[config.mk]
export PLATFORM = sky130hd
export DESIGN_NAME = video_capture_ctrl
export DESIGN_NICKNAME = d
export VERILOG_FILES = /design/src/rtl/video_capture_ctrl.sv
export SDC_FILE = /design/constraint.sdc
export NUM_CORES = 1
export LEC_CHECK = 0
export ABC_AREA = 1
export ABC_CLOCK_PERIOD_IN_PS = 5900
export BUFFER_PORTS_ARGS = -buffer_cell sky130_fd_sc_hd__buf_4
export CAP_MARGIN = 20
export CORE_AREA = 2 2 112 114
export DETAILED_ROUTE_END_ITERATION = 8
export DIE_AREA = 0 0 114 116
export GPL_TIMING_DRIVEN = 1
export SYNTH_ARGS = -nofsm -noshare
export SYNTH_HDL_FRONTEND = slang
export SYNTH_SLANG_ARGS = --single-unit
[constraint.sdc]
create_clock -name aclk -period 5.9 [get_ports aclk]
set_input_delay 0.59 -clock aclk [delete_from_list [all_inputs] [get_ports aclk]]
set_output_delay 0.59 -clock aclk [all_outputs]
set_load 0.01 [all_outputs]
[src/rtl/video_capture_ctrl.sv]
`default_nettype none
// ============================================================================
// Module   : video_capture_ctrl
// Brief    : Frame sequencer between an 8-bit YUV422 ingest stream and the
//            tiling datapath. It aligns to start of frame, checks line and
//            frame geometry, and discards traffic while idle or after an error.
// Revision : 1.0 - initial release
// ============================================================================
module video_capture_ctrl #(
    parameter int LINE_BYTES  = 1440,
    parameter int FRAME_LINES = 240,
    parameter int CNT_W       = 16
) (
    input  logic             aclk,
    input  logic             areset,
    input  logic [7:0]       s_axis_tdata,
    input  logic             s_axis_tvalid,
    output logic             s_axis_tready,
    input  logic             s_axis_tlast,
    input  logic             s_axis_tuser,
    output logic [7:0]       m_axis_tdata,
    output logic             m_axis_tvalid,
    input  logic             m_axis_tready,
    output logic             m_axis_tlast,
    output logic             m_axis_tuser,
    input  logic             start,
    input  logic             continuous,
    input  logic             stop,
    output logic             busy,
    output logic             frame_done,
    output logic             frame_err,
    output logic [1:0]       err_code,
    output logic [CNT_W-1:0] frame_count
);

    localparam logic [1:0] c_S_IDLE     = 2'd0;
    localparam logic [1:0] c_S_WAIT_SOF = 2'd1;
    localparam logic [1:0] c_S_CAPTURE  = 2'd2;
    localparam logic [1:0] c_S_DRAIN    = 2'd3;

    localparam logic [CNT_W-1:0] c_LAST_BYTE = CNT_W'(LINE_BYTES - 1);
    localparam logic [CNT_W-1:0] c_LAST_LINE = CNT_W'(FRAME_LINES - 1);

    logic [1:0]       r_state;
    logic             r_cont;
    logic             r_stop_pend;
    logic [CNT_W-1:0] r_byte_cnt;
    logic [CNT_W-1:0] r_line_cnt;
    logic [CNT_W-1:0] r_frame_count;
    logic [1:0]       r_err_code;
    logic             r_frame_done;
    logic             r_frame_err;

    logic             w_capture;
    logic             w_hunt;
    logic             w_stop_any;
    logic             w_keep_going;
    logic             w_hunt_exit;
    logic             w_take_sof;
    logic             w_pass;
    logic             w_beat;
    logic             w_early;
    logic [CNT_W-1:0] w_idx;
    logic [CNT_W-1:0] w_line;
    logic             w_at_last;
    logic             w_short;
    logic             w_long;
    logic             w_frame_end;
    logic [1:0]       w_next_state;

    assign w_capture    = (r_state == c_S_CAPTURE);
    assign w_hunt       = (r_state == c_S_WAIT_SOF) || (r_state == c_S_DRAIN);
    assign w_stop_any   = stop | r_stop_pend;
    assign w_keep_going = r_cont & ~w_stop_any;
    // DRAIN only resumes capture in continuous mode; single mode bails out.
    assign w_hunt_exit  = w_stop_any | ((r_state == c_S_DRAIN) & ~r_cont);

    // The SOF beat that ends a hunt is forwarded in the same cycle.
    assign w_take_sof = w_hunt & ~w_hunt_exit & s_axis_tvalid & s_axis_tuser;
    assign w_pass     = (w_capture & ~s_axis_tuser) | w_take_sof;
    assign w_early    = w_capture & s_axis_tvalid & s_axis_tuser;
    assign w_beat     = w_pass & s_axis_tvalid & m_axis_tready;

    assign w_idx       = w_capture ? r_byte_cnt : '0;
    assign w_line      = w_capture ? r_line_cnt : '0;
    assign w_at_last   = (w_idx == c_LAST_BYTE);
    assign w_short     = w_beat & s_axis_tlast & ~w_at_last;
    assign w_long      = w_beat & ~s_axis_tlast & w_at_last;
    assign w_frame_end = w_beat & s_axis_tlast & w_at_last & (w_line == c_LAST_LINE);

    assign m_axis_tdata  = s_axis_tdata;
    assign m_axis_tvalid = w_pass & s_axis_tvalid;
    assign m_axis_tlast  = s_axis_tlast | (w_pass & w_at_last);
    assign m_axis_tuser  = s_axis_tuser & w_pass;
    assign s_axis_tready = w_pass ? m_axis_tready : ~w_capture;

    always_comb begin
        w_next_state = r_state;
        if (r_state == c_S_IDLE) begin
            if (start && !stop) begin
                w_next_state = c_S_WAIT_SOF;
            end
        end else if (w_early) begin
            w_next_state = w_keep_going ? c_S_WAIT_SOF : c_S_IDLE;
        end else if (w_short || w_long) begin
            w_next_state = w_keep_going ? c_S_DRAIN : c_S_IDLE;
        end else if (w_frame_end) begin
            w_next_state = w_keep_going ? c_S_WAIT_SOF : c_S_IDLE;
        end else if (w_beat) begin
            w_next_state = c_S_CAPTURE;
        end else if (w_hunt && w_hunt_exit) begin
            w_next_state = c_S_IDLE;
        end
    end

    always_ff @(posedge aclk) begin
        if (areset) begin
            r_state       <= c_S_IDLE;
            r_cont        <= 1'b0;
            r_stop_pend   <= 1'b0;
            r_byte_cnt    <= '0;
            r_line_cnt    <= '0;
            r_frame_count <= '0;
            r_err_code    <= 2'd0;
            r_frame_done  <= 1'b0;
            r_frame_err   <= 1'b0;
        end else begin
            r_state      <= w_next_state;
            r_frame_done <= w_frame_end;
            r_frame_err  <= w_early | w_short | w_long;

            if (w_next_state == c_S_IDLE) begin
                r_stop_pend <= 1'b0;
            end else if (stop) begin
                r_stop_pend <= 1'b1;
            end

            if ((r_state == c_S_IDLE) && start && !stop) begin
                r_cont     <= continuous;
                r_err_code <= 2'd0;
            end else if (w_early) begin
                r_err_code <= 2'd3;
            end else if (w_short) begin
                r_err_code <= 2'd1;
            end else if (w_long) begin
                r_err_code <= 2'd2;
            end

            if (w_frame_end) begin
                r_frame_count <= r_frame_count + CNT_W'(1);
            end

            if (w_beat) begin
                r_byte_cnt <= s_axis_tlast ? '0 : (w_idx + CNT_W'(1));
                r_line_cnt <= w_line + {{(CNT_W-1){1'b0}}, s_axis_tlast};
            end
        end
    end

    assign busy        = (r_state != c_S_IDLE);
    assign frame_done  = r_frame_done;
    assign frame_err   = r_frame_err;
    assign err_code    = r_err_code;
    assign frame_count = r_frame_count;

endmodule
`default_nettype wire

Yosys cells after proc, flatten, opt, wreduce, memory -nomap -nowiden:

Cells that the tools add are included.

* bits in registers: 56
* latch bits: 0
* memory bits (writable): 0
* bits in read-only memories: 0
* input bits: 17
* output and inout bits: 33
* word-level logic and storage cells: 77
* memories: 0

* add/subtract/negate cells: 3
* multiply operators: 0
* divide/modulo/power cells: 0
* magnitude comparators: 0
* eq/ne operators: 5
* shift-type cells: 0
* mux-type cells: 16
* bitwise operators: 31
* reductions and logical operators: 13

Operators with widths (count)
* 16-bit 2-to-1 mux: 3
* 16-bit by 1-bit adder with 16-bit output, second input constant: 2
* 2-bit 2-to-1 mux: 11
* 1-bit bitwise AND: 18
* 16-bit by 1-bit adder with 16-bit output: 1
* 16-bit by 11-bit equality test with 1-bit output, second input constant: 1
* 16-bit by 8-bit equality test with 1-bit output, second input constant: 1
* 1-bit NOT: 7
* 1-bit OR: 6
* 2-bit equality test, second input constant: 2
* 1-bit logical AND: 4
* 2-bit zero test: 2
* 2-bit OR reduction: 2
* 3-bit nonzero test: 1
* 2-bit by 1-bit equality test with 1-bit output, second input constant: 1
* 1-bit logical OR: 2
* 1-bit 2-to-1 mux: 2
* 2-bit nonzero test: 1
* 1-bit zero test: 1

Logic depth before layout (Yosys ltp):

* word-level depth: 19
* mapped depth: 20
* gate-level depth less buffers: 18

Worst setup path before layout:

No wires, ideal clock.

* path kind: flip-flop to output port
* from: reg r_state[0]
* to: out m_axis_tlast
* arrival time: 1788 ps
* required time: 5310 ps
* slack: 3522 ps
* stages on the path, launching flop included: 13
* path buffers: 2
* cells stage by stage: dfxtp_1 inv_4 nand2_2 buf_6 buf_2 nor2_1 ha_1 inv_1 nor2_2 nand2_2 nor2_2 nand2_1 o21ai_0

* cells in the longest elaborated chain, start to end: 10
* elaborated cells between the ends (all ways): 16
* classes of those cells: eq/ne (4); mux (1); bitwise (10); reduce/logical (1)

Ends and longest elaborated chain
* start: declaration: line 44 `logic [1:0] r_state;`
* start signal: assignment: line 118 `r_state <= c_S_IDLE;`
* start signal: assignment: line 128 `r_state <= w_next_state;`
* 2-bit equality test: line 72, 76
* 1-bit bitwise AND: line 76 `assign w_hunt_exit = w_stop_any | ((r_state == c_S_DRAIN) & ~r_cont);`
* 1-bit OR: line 76
* 1-bit NOT: line 79 `assign w_take_sof = w_hunt & ~w_hunt_exit & s_axis_tvalid & s_axis_tuser;`
* 1-bit bitwise AND (3 in a row): line 79
* 1-bit OR: line 80 `assign w_pass = (w_capture & ~s_axis_tuser) | w_take_sof;`
* 1-bit bitwise AND (*): line 93 `assign m_axis_tlast = s_axis_tlast | (w_pass & w_at_last);`
* 1-bit OR (*): line 93
* end: declaration: line 24 `output logic m_axis_tlast,`

Every way passes the cells marked *; elsewhere a longest branch is shown, timed or not.

Final worst setup path:

* from: reg r_state[1]
* to: out m_axis_tlast

Same word-level chain as after synthesis.

==> results.md <==
Synthesis:
- The number of synthesized register bits is 56.
- The number of enable-type register cells in the synthesized netlist is 0.
- The synthesized netlist devotes 1.411% of its cell area to adder and majority cells.
- The netlist area before placement is 0.003546 mm^2.
- By count the netlist is led by sky130_fd_sc_hd__nand2_1 (97), sky130_fd_sc_hd__nor2_1 (76), sky130_fd_sc_hd__inv_1 (63).
- By area, the combinational part of the netlist is dominated by simple AND/OR/NAND/NOR gates.
- The total number of yosys warnings is 0.
- Of all flip-flops after synthesis, the portion carrying an async set or reset was 0%.
- The area fraction of the dominant cell type after synthesis is 31.62%.
- The library cell with the highest instance count after synthesis is sky130_fd_sc_hd__nand2_1.
- The area fraction in compound gates after synthesis is 11.26%.
- The number of instances in the synthesized netlist is 532.
- Counting distinct cell types in the post-synthesis netlist gives 44.
- Of the total synthesized cell area, the portion taken by XOR and XNOR cells is 3.458%.
- Yosys attributes the largest share of cell area to sky130_fd_sc_hd__dfxtp_1 (32%), sky130_fd_sc_hd__nand2_1 (10%), sky130_fd_sc_hd__nor2_1 (8.0%), sky130_fd_sc_hd__inv_1 (6.7%), sky130_fd_sc_hd__nand3_1 (4.8%).
- The post-synthesis area per instance is 6.665 um^2.
- The number of nets in the synthesized netlist is 553.
- For this run, the leading register cell type out of synthesis is sky130_fd_sc_hd__dfxtp_1.
- The fraction of the mapped netlist area in simple logic gates is 40.72%.
- Of the synthesized area, sequential elements account for 31.62%.
- In the synthesized netlist, mux cells make up 0% of the area.
- The synthesized design spends more area on one cell type than any other, namely sky130_fd_sc_hd__dfxtp_1.

Place:
- The count of buffers added on input and output ports is 33.
- The congestion estimate from routability-driven global placement came to 0.9245.
- Prior to clock tree synthesis, the placed netlist has a worst setup slack of 2.817 ns.
- The wire-length estimate of the detail-placed layout is 6924 um.

Setup path:
- The type of destination of the critical path is an output port.
- Of all nets on the critical path, the largest fanout is 21.
- The critical path contains buffers and inverters numbering 2 combined.
- The data arrival time of the worst path is 2.69 ns.
- At the worst endpoint, the required time is 5.31 ns.
- The largest individual stage delay along the critical path comes from the cell sky130_fd_sc_hd__dfxtp_1.
- In this run the register-to-register setup slack is 2.78 ns.
- Traced cell by cell, the critical path runs through nand2_2 -> nor2_1 -> ha_1 -> inv_1 -> nor2_2 -> nand2_2 -> nor2_2 -> nand2_1 -> o21ai_0 -> buf_4.
- Broken down by cell family, the worst path's largest delay share belongs to simple AND/OR/NAND/NOR gates.
- On the worst path, the slowest cell contributes a delay of 0.58 ns.
- The type of the setup path with the least slack is flip-flop to output port.
- The worst setup path is launched from a flip-flop.

Routing:
- The total number of vias is 3516.
- For this run, the detailed router's first-pass iteration total came to 4.
- Dividing the detail-routed via count by the number of cells gives 5.044.
- The routed length per instance is 13.33 um.
- For this run, design rule violations remaining after detail routing come to 0.
- The detailed router finished its first iteration with 329 violations.
- The final wirelength is 9294 um.
- The residual antenna-violating net count after detailed routing is 0.

STA:
- For this run, the top clock speed supported by timing is 305.2 MHz.
- The number of hold violations in the final report is 0.
- The number of pins with negative max-slew slack in the final report is 0.
- The slew at the pin closest to its max-slew limit is 0.6300 ns.
- The tightest slew margin relative to the limit is 57.61%.
- For the final routed database, the setup TNS stands at 0 ns.
- Counting I/O delays and the setup requirement, the final critical path takes 3.276 ns.
- Across all setup checks in the final design, the least slack found is 2.624 ns.
- The clock skew is 0.01424 ns.
- Setup repair after global routing left no endpoint under its margin.
- Setup violations remaining at the end of the flow were counted as 0.
- The final period utilization is 55.53%.

Global routing:
- The via count of the first global-routing pass is 3322.
- The fraction of met3 tracks used by global routing is 2.406%.
- Global routing finished with a remaining overflow of 0.
- The aggregate global-route resource usage is 14.37%.
- The peak-usage layer in the global routing report is met2.
- The initial antenna violation count is 0.
- The met1 demand-to-capacity share in global routing is 18.20%.
- Entering global routing, the biggest net connects 42 pins.
- The first global-routing pass estimated 15640 um of wire.
- Global routing consumed, on the met2 layer, 25.52% of the routing resources.

Clocking:
- The tree built by TritonCTS fans out to 56 sinks.
- At the later pin of the worst-skew pair, clock insertion delay measures 0.30 ns.
- CTS built an H-tree with a depth of 2.
- The longest clock path from root to sink contains 2 buffers.
- Clock tree synthesis selected as its root buffer the cell sky130_fd_sc_hd__clkbuf_16.
- The count of buffers added by post-CTS timing repair for setup is 0.
- After clock tree synthesis, the clock-pin slew on the worst setup and hold paths is 0.08 ns.
- The number of gates resized after CTS is 0.
- In this run, CTS created clock tree buffers numbering 5.
- The number of buffers added to fix hold violations after cts is 0.
- The CTS tree is yes.

Worst hold path:
- The type of the worst min-delay path is flip-flop to flip-flop.

Floorplanning:
- After floorplanning, the core was sized to cover 0.01191 mm^2.
- In this run the count of I/O pins placed on the die edge is 50.
- The y dimension of the die is 116 um.
- The die covers 0.01322 mm^2.
- The starting density of the core is 29.77%.
- The horizontal die dimension is 114 um.
- Row generation in the floorplan step produced 40 rows.

Final layout:
- The number of fillers in the final layout is 1247.
- The number of antenna diodes in the final layout is 0.
- In the final layout, the share of cells above drive strength 1 is 13.27%.
- From synthesis to final layout, the design area changed by 12.17%.
- At the end of the flow, the number of nets in the layout was 570.

Power and ir drop:
- The worst-case IR drop observed on VDD is 123.9 uV.
- For this design the ratio of total power to cell area is 178.9 mW/mm^2.
- In this run the static leakage power is 1.395 nW.

Flow run:
- Max-cap violations in this run came to 0.

Outcome:
- The flow ran to the end, and the final reports show no timing, DRC or antenna violations.
[cells in the final DEF, fill, tap and decap left out, types with 2 or more instances in the layout]
master	instances
sky130_fd_sc_hd__nand4_1	16
sky130_fd_sc_hd__nand3_2	2
sky130_fd_sc_hd__clkbuf_16	5
sky130_fd_sc_hd__a22oi_1	4
sky130_fd_sc_hd__o21ai_1	2
sky130_fd_sc_hd__nand2_1	97
sky130_fd_sc_hd__inv_1	63
sky130_fd_sc_hd__nor2_4	2
sky130_fd_sc_hd__inv_4	2
sky130_fd_sc_hd__nor4_1	13
sky130_fd_sc_hd__o21ai_0	20
sky130_fd_sc_hd__a31oi_1	7
sky130_fd_sc_hd__a21oi_1	33
sky130_fd_sc_hd__dfxtp_1	56
sky130_fd_sc_hd__nor3_2	3
sky130_fd_sc_hd__nor3_1	25
sky130_fd_sc_hd__nor3b_2	2
sky130_fd_sc_hd__nand2_2	4
sky130_fd_sc_hd__nor3b_1	3
sky130_fd_sc_hd__buf_4	33
sky130_fd_sc_hd__nor2_1	76
sky130_fd_sc_hd__nand2_4	2
sky130_fd_sc_hd__xnor2_1	9
sky130_fd_sc_hd__inv_2	2
sky130_fd_sc_hd__ha_1	4
sky130_fd_sc_hd__xor2_1	5
sky130_fd_sc_hd__nor2_2	6
sky130_fd_sc_hd__nand3_1	34
sky130_fd_sc_hd__or2_2	2
sky130_fd_sc_hd__a32oi_1	3
[worst reg2reg max path: cells and delay by family, from the launching register on]
kind	cells	cell delay, ns
buffers and inverters	1	0.03
AND/OR/NAND/NOR	11	2.42
flip-flops	1	0.58
[logic make-up after synthesis]
group,count (synthesis)
and+or+nand+nor,296
buffers and inverters,90
AOI/OAI and AO/OA,72
DFF,56
xor gates and xnor gates,14
adders and majority gates,4
[where the power goes]
group	switching (W)	leakage [nW]	internal, W
Sequential	0.000000911	0.451	0.000378
Clock	0.000147	0.0719	0.000162
Combinational	0.0000159	0.872	0.00000760
Total	0.000164	1.39	0.000548
[flip-flops by register name, summed over array words and instances (netlist names)]
signal,count
err_code,2
frame_count,16
frame_err,1
frame_done,1
r_line_cnt,16
r_state,2
r_stop_pend,1
r_cont,1
r_byte_cnt,16
[layer usage]
| layer | wire length [um] | up-vias |
|---|---|---|
| li1 | - | 1786 |
| met1 | 4218 | 1619 |
| met3 | 481 | 12 |
| met4 | 127 | 0 |
| met2 | 4465 | 99 |
| met5 | 0 | - |
[path summary, 6_finish.rpt]
kind,start,endpoint,cells past startpoint
max,r_state[1],m_axis_tlast,10
min reg2reg,r_byte_cnt[0],r_byte_cnt[0],2
max reg2reg,r_state[1],r_stop_pend,12
min,r_byte_cnt[0],r_byte_cnt[0],2
[layout make-up]
class,instances,area [um^2],share of cell area (%)
clock inverter,3,27.53,0.6920
sequential,56,1121,28.19
tap,147,183.9,4.624
timing repair buffer,33,247.7,6.228
clock buffer,5,125.1,3.146
inverter,67,256.5,6.449
multi-input combinational,386,2016,50.68
[metrics by stage]
| stage | cells | utilization (%) | cell area, um^2 | total power [W] | hold WS [ns] |
|---|---|---|---|---|---|
| finish | 697 | 33.39 | 3978 | 0.0007115 | 0.4675 |
| global route | 697 | 33.39 | 3978 | 0.0007366 | 0.4889 |
| CTS | 697 | 33.39 | 3978 | 0.0007207 | 0.4672 |
| detailed placement | 689 | 32.11 | 3825 | 0.0004120 | 0.4558 |
| global placement | 689 | 32.11 | 3825 | 0.0004117 | 0.4540 |
| floorplan | 532 | - | 3546 | 0.0004067 | 0.4445 |
Power figures use the tool's default switching activity.
